**config.mk**
```make
export PLATFORM = sky130hd
export DESIGN_NAME = wide_add_sequencer
export DESIGN_NICKNAME = d
export VERILOG_FILES = /design/src/rtl/wide_add_sequencer_pkg.sv /design/src/rtl/wide_add_sequencer_carry_select_adder.sv /design/src/rtl/wide_add_sequencer.sv
export SDC_FILE = /design/constraint.sdc
export NUM_CORES = 1
export LEC_CHECK = 0
export BUFFER_PORTS_ARGS = -buffer_cell sky130_fd_sc_hd__buf_2
export CORE_UTILIZATION = 30
export CTS_BUF_LIST = sky130_fd_sc_hd__clkbuf_8
export DETAILED_ROUTE_END_ITERATION = 10
export HOLD_SLACK_MARGIN = 0.03
export SLEW_MARGIN = 20
export SYNTH_ARGS = -nofsm -noshare
export SYNTH_HDL_FRONTEND = slang
export SYNTH_SLANG_ARGS = --single-unit
```
**constraint.sdc**
```tcl
create_clock -name clk -period 4.95 [get_ports clk]
set_input_delay 0.2475 -clock clk [delete_from_list [all_inputs] [get_ports clk]]
set_output_delay 0.2475 -clock clk [all_outputs]
set_load 0.03 [all_outputs]
```
**src/rtl/wide_add_sequencer_pkg.sv**
```systemverilog
// Shared definitions for the wide add/subtract sequencer.
// Holds the slice width, the FSM state encoding and the helper that sizes
// the slice index register.
package wide_add_sequencer_pkg;

  localparam int SLICE_W = 16;

  typedef enum logic [1:0] {
    ST_IDLE = 2'd0,
    ST_RUN  = 2'd1,
    ST_DONE = 2'd2
  } state_e;

  // max(1, $clog2(words)): a single-slice build still needs a 1-bit index.
  function automatic int idx_width(input int words);
    if (words <= 2) return 1;
    return $clog2(words);
  endfunction

endpackage

```
**src/rtl/wide_add_sequencer_carry_select_adder.sv**
```systemverilog
// carry_select_adder: WIDTH-bit adder built from BLOCK-bit carry-select
// blocks. Every block precomputes its result for carry-in 0 and 1 and the
// incoming carry only drives a mux, so the carry path is one mux per block.
// Ports:
//   a_i, b_i : addends
//   c_i      : carry in
//   sum_o    : WIDTH-bit sum
//   c_o      : carry out of the MSB
module carry_select_adder #(
  parameter int WIDTH = 16,
  parameter int BLOCK = 4
) (
  input  logic [WIDTH-1:0] a_i,
  input  logic [WIDTH-1:0] b_i,
  input  logic             c_i,
  output logic [WIDTH-1:0] sum_o,
  output logic             c_o
);

  localparam int NB = WIDTH / BLOCK;

  logic [NB:0] carry;

  assign carry[0] = c_i;
  assign c_o      = carry[NB];

  for (genvar gi = 0; gi < NB; gi++) begin : g_blk
    logic [BLOCK:0] res0;
    logic [BLOCK:0] res1;

    assign res0 = {1'b0, a_i[gi*BLOCK +: BLOCK]} + {1'b0, b_i[gi*BLOCK +: BLOCK]};
    assign res1 = {1'b0, a_i[gi*BLOCK +: BLOCK]} + {1'b0, b_i[gi*BLOCK +: BLOCK]}
                + {{BLOCK{1'b0}}, 1'b1};
    assign {carry[gi+1], sum_o[gi*BLOCK +: BLOCK]} = carry[gi] ? res1 : res0;
  end

endmodule

```
**src/rtl/wide_add_sequencer.sv**
```systemverilog
// wide_add_sequencer: 16*WORDS-bit adder/subtractor that reuses a single
// 16-bit carry_select_adder, one slice per clock, LSB slice first, with the
// inter-slice carry held in a register.
// Ports:
//   clk, rst                    : clock, synchronous active-high reset
//   in_valid / in_ready         : operand handshake (a, b, sub, c_in)
//   out_valid / out_ready       : result handshake (sum, c_out, overflow)
//   sub                         : 1 = a - b (c_in ignored), 0 = a + b + c_in
//   c_out                       : carry out of MSB (for sub, 1 = no borrow)
//   overflow                    : two's-complement signed overflow
module wide_add_sequencer
  import wide_add_sequencer_pkg::*;
#(
  parameter int WORDS = 4
) (
  input  logic                    clk,
  input  logic                    rst,
  input  logic                    in_valid,
  output logic                    in_ready,
  input  logic [SLICE_W*WORDS-1:0] a,
  input  logic [SLICE_W*WORDS-1:0] b,
  input  logic                    sub,
  input  logic                    c_in,
  output logic                    out_valid,
  input  logic                    out_ready,
  output logic [SLICE_W*WORDS-1:0] sum,
  output logic                    c_out,
  output logic                    overflow
);

  localparam int W  = SLICE_W * WORDS;
  localparam int IW = idx_width(WORDS);
  localparam logic [IW-1:0] LAST_IDX = IW'(WORDS - 1);

  state_e          state_q, state_d;
  logic [IW-1:0]   idx_q, idx_d;
  logic [W-1:0]    a_q, a_d;
  logic [W-1:0]    b_q, b_d;       // already inverted for subtraction
  logic            a_msb_q, a_msb_d;
  logic            b_msb_q, b_msb_d;
  logic            carry_q, carry_d;
  logic [W-1:0]    sum_q, sum_d;
  logic            ovf_q, ovf_d;

  logic [SLICE_W-1:0] a_slice, b_slice, add_sum;
  logic               add_co;

  assign a_slice = a_q[SLICE_W*int'(idx_q) +: SLICE_W];
  assign b_slice = b_q[SLICE_W*int'(idx_q) +: SLICE_W];

  carry_select_adder #(
    .WIDTH (SLICE_W),
    .BLOCK (4)
  ) u_adder (
    .a_i   (a_slice),
    .b_i   (b_slice),
    .c_i   (carry_q),
    .sum_o (add_sum),
    .c_o   (add_co)
  );

  always_comb begin
    state_d = state_q;
    idx_d   = idx_q;
    a_d     = a_q;
    b_d     = b_q;
    a_msb_d = a_msb_q;
    b_msb_d = b_msb_q;
    carry_d = carry_q;
    sum_d   = sum_q;
    ovf_d   = ovf_q;
    case (state_q)
      ST_IDLE: begin
        if (in_valid) begin
          a_d     = a;
          b_d     = sub ? ~b : b;
          a_msb_d = a[W-1];
          b_msb_d = sub ? ~b[W-1] : b[W-1];
          // Subtraction is a + ~b + 1, so the "+1" enters as carry-in.
          carry_d = sub | c_in;
          idx_d   = '0;
          state_d = ST_RUN;
        end
      end
      ST_RUN: begin
        sum_d[SLICE_W*int'(idx_q) +: SLICE_W] = add_sum;
        carry_d = add_co;
        if (idx_q == LAST_IDX) begin
          // Same-sign operands producing an opposite-sign result.
          ovf_d   = (a_msb_q == b_msb_q) && (add_sum[SLICE_W-1] != a_msb_q);
          state_d = ST_DONE;
        end else begin
          idx_d = idx_q + IW'(1);
        end
      end
      ST_DONE: begin
        if (out_ready) state_d = ST_IDLE;
      end
      default: state_d = ST_IDLE;
    endcase
  end

  always_ff @(posedge clk) begin
    if (rst) begin
      state_q <= ST_IDLE;
      idx_q   <= '0;
      a_q     <= '0;
      b_q     <= '0;
      a_msb_q <= 1'b0;
      b_msb_q <= 1'b0;
      carry_q <= 1'b0;
      sum_q   <= '0;
      ovf_q   <= 1'b0;
    end else begin
      state_q <= state_d;
      idx_q   <= idx_d;
      a_q     <= a_d;
      b_q     <= b_d;
      a_msb_q <= a_msb_d;
      b_msb_q <= b_msb_d;
      carry_q <= carry_d;
      sum_q   <= sum_d;
      ovf_q   <= ovf_d;
    end
  end

  assign in_ready  = (state_q == ST_IDLE);
  assign out_valid = (state_q == ST_DONE);
  assign sum       = sum_q;
  assign c_out     = carry_q;
  assign overflow  = ovf_q;

endmodule

```
==> flow_summary.json <==
{
  "final_cells": 1606,
  "worst_ep_arrival_time_ns": 4.83,
  "cpMaxStageDelayCell": "dfxtp_2",
  "start_util": 0.306,
  "cts_resized": 0,
  "fin_nets": 1368,
  "routabilityCongestion": 0.820,
  "gr-total-overflow": 0,
  "fin_crit_sh": 0.899,
  "clock_sinks": 198,
  "skew_ns": 0.0213,
  "drt_pre_antenna_iters": 5,
  "die_x_um": 176,
  "ys_seq_area_frac": 0.438,
  "wl_um": 26500,
  "place_ws_ns": 0.552,
  "core_mm2": 0.0296,
  "crit_type": "reg -> reg",
  "synthToLayoutAreaGrowth_pct": 26.7,
  "numPortBuffers": 201,
  "track_usage": 0.172,
  "leakage_uw": 0.00462,
  "drive_gt1_frac": 0.235,
  "placed_cell_area_mm2": 0.0104,
  "ff2ff_setup_slack_ns": 0.50,
  "viasPerCell": 4.88,
  "ys_async_sr_fraction": 0,
  "end_kind": "flip-flop",
  "layout_setup_ws_ns": 0.501,
  "crit_start": "idx_q[0]",
  "postSynthCellCount": 983,
  "n_fill_cell": 3019,
  "min_from": "b[10]",
  "synth_edf_count": 0,
  "clk_latency_ns": 0.48,
  "hold_viol": 0,
  "crit_required_ns": 5.33,
  "power_density_mw_per_mm2": 303,
  "synth_ff_type": "dfxtp_1",
  "ir_drop_mv": 0.170,
  "cp_max_fo": 11,
  "numCtsBuffers": 17,
  "rows": 63,
  "max_cap_viol_count": 0,
  "hold_class": "in -> reg",
  "status": "finished, final reports clean",
  "path_cells": "mux4_2, ha_1, fa_1, ha_1, nand2_1, nor4_1, a22oi_1, a311oi_4, mux2i_2, mux2i_1, xnor2_2, mux2i_1, a311oi_1",
  "die_h_um": 176,
  "cp-start-kind": "flip-flop",
  "synth_fp_nets": 1147,
  "slew_viol_final": 0,
  "grt_max_degree": 134,
  "dp_hpwl_um": 19000,
  "rsz0062_at_grt": "false",
  "synth-seq-cells": 198,
  "tritoncts": "done",
  "antenna_left": 0,
  "finalCriticalPeriod_ns": 4.45,
  "clockRootBuffer": "clkbuf_8",
  "grt_pass1_vias": 7329,
  "setup_tns_ns": 0,
  "postSynthAreaPerCell_um2": 9.21,
  "wire_per_inst_um": 16.5,
  "dieArea_mm2": 0.0309,
  "fin_area_mm2": 0.0115,
  "fmaxAchievable_mhz": 225,
  "netlist_area_mm2": 0.00906,
  "drcViolationCount": 0,
  "dp_cells": 1509,
  "drt_first_iter_violations": 585,
  "vias": 7843,
  "yosys_warnings": 0,
  "slowest_delay_ns": 0.58,
  "clk_pin_slew_ns": 0.10,
  "antenna_found_initial": 0,
  "io_pins": 202,
  "n_antenna_cell": 0,
  "grt_first_pass_wirelength_um": 40800,
  "h-tree-depth": 4,
  "worstMarginPinSlew_ns": 1.07,
  "timing.rr.start": "idx_q[0]",
  "setup_viol": 0,
  "yosysUniqueCellTypes": 40,
  "relSlewSlack": 0.284,
  "clockBufferDepth": 2
}
-- critical path: cells and delay by family (launching register included) --
kind / cells / cell delay (ns)
fa+ha+maj: 3 / 0.93
mux: 4 / 1.42
compound gates: 3 / 0.78
xor+xnor: 1 / 0.20
simple gates: 2 / 0.45
flops: 1 / 0.58
-- what timing repair did --
action,in CTS,in global routing
hold buffers,66,0
setup buffers,0,0
endpoints found under the hold margin,66,0
-- cell usage in the layout (no fill, tap or decap), drive strengths merged, types with 7 or more instances in the layout --
| cell type | Yosys | routed |
|---|---|---|
| a211oi | 66 | 66 |
| a21o | 7 | 7 |
| a21oi | 81 | 81 |
| a22oi | 55 | 55 |
| buf | 10 | 211 |
| clkbuf | 65 | 18 |
| dfxtp | 198 | 198 |
| dlygate4sd3 | 0 | 66 |
| ha | 26 | 26 |
| inv | 13 | 19 |
| mux4 | 32 | 32 |
| nand2 | 141 | 141 |
| nor2 | 135 | 135 |
| o21ai | 11 | 11 |
| xnor2 | 82 | 82 |
-- final cells by class --
| cell class | count | area [µm²] | area share |
|---|---|---|---|
| Clock buffer | 18 | 248 | 0.0216 |
| Multi-Input combinational cell | 697 | 4800 | 0.418 |
| Clock inverter | 13 | 165 | 0.0144 |
| Sequential cell | 198 | 3970 | 0.346 |
| Timing Repair Buffer | 277 | 1760 | 0.154 |
| Inverter | 13 | 48.8 | 0.00425 |
| Tap cell | 390 | 488 | 0.0425 |
-- metrics by stage --
stage | hold WS (ns) | total power (µW) | utilization
global route | 0.0340 | 3650 | 0.387
detailed placement | 0.446 | 2400 | 0.351
CTS | 0.0300 | 3510 | 0.387
global placement | 0.441 | 2390 | 0.351
floorplan | 0.383 | 2180 | -
finish | 0.0578 | 3470 | 0.387
-- kinds of logic after synthesis --
| logic type | count (synthesis) | synth area share |
|---|---|---|
| xor+xnor | 88 | 0.0868 |
| simple gates | 313 | 0.141 |
| mux | 40 | 0.0891 |
| compound gates | 226 | 0.164 |
| fa+ha+maj | 30 | 0.0448 |
| flops | 198 | 0.438 |
| buf+inv | 88 | 0.0365 |
-- worst paths after layout --
| kind | depth (start not counted) | to |
|---|---|---|
| worst max register to register | 13 | overflow |
| worst min register to register | 2 | a_q[34] |
| worst max-delay path | 13 | overflow |
| worst min-delay path | 3 | b_q[10] |
-- where the power goes --
part / internal (µW) / leakage (µW) / switching (µW) / total (µW)
clock: 477 / 0.000210 / 596 / 1070
sequential: 1680 / 0.00162 / 51.5 / 1730
combinational: 288 / 0.00278 / 386 / 673
-- synthesized netlist by cell type, types with 2 or more instances --
| cell | number | area (µm²) |
|---|---|---|
| o21ai_1 | 8 | 40.0 |
| nor3_1 | 4 | 20.0 |
| and2_1 | 2 | 12.5 |
| inv_1 | 13 | 48.8 |
| buf_1 | 10 | 37.5 |
| nor2b_1 | 5 | 31.3 |
| o21ai_0 | 3 | 15.0 |
| xnor2_1 | 80 | 701 |
| nand4_1 | 5 | 31.3 |
| a22oi_1 | 55 | 413 |
| ha_1 | 26 | 325 |
| a21oi_1 | 81 | 405 |
| nand2_1 | 141 | 529 |
| mux2i_1 | 5 | 50.1 |
| mux2_2 | 2 | 22.5 |
| dfxtp_1 | 198 | 3960 |
| xor2_1 | 6 | 52.6 |
| a211oi_1 | 66 | 495 |
| nor2_1 | 135 | 507 |
| clkbuf_1 | 65 | 244 |
| nor4_1 | 3 | 18.8 |
| nand2b_1 | 6 | 37.5 |
| nand3b_1 | 4 | 30.0 |
| nand3_1 | 3 | 15.0 |
| xnor2_2 | 2 | 32.5 |
| a21o_1 | 7 | 52.6 |
| mux4_2 | 32 | 721 |
| fa_1 | 4 | 80.1 |
-- registers in the layout, indices dropped and copies added (netlist names) --
| signal | cells |
|---|---|
| a_q | 64 |
| b_q | 64 |
| sum | 64 |
| idx_q | 2 |
| state_q | 2 |
| c_out | 1 |
| overflow | 1 |
-- layer usage --
metal	wire length [µm]	global-route usage	up-vias
li1	-	-	3869
met1	12200	0.227	3714
met2	12500	0.283	227
met3	1220	0.0297	33
met4	588	0.0601	0
met5	0	0	-
Note: power is estimated with default switching activity, not from simulation.
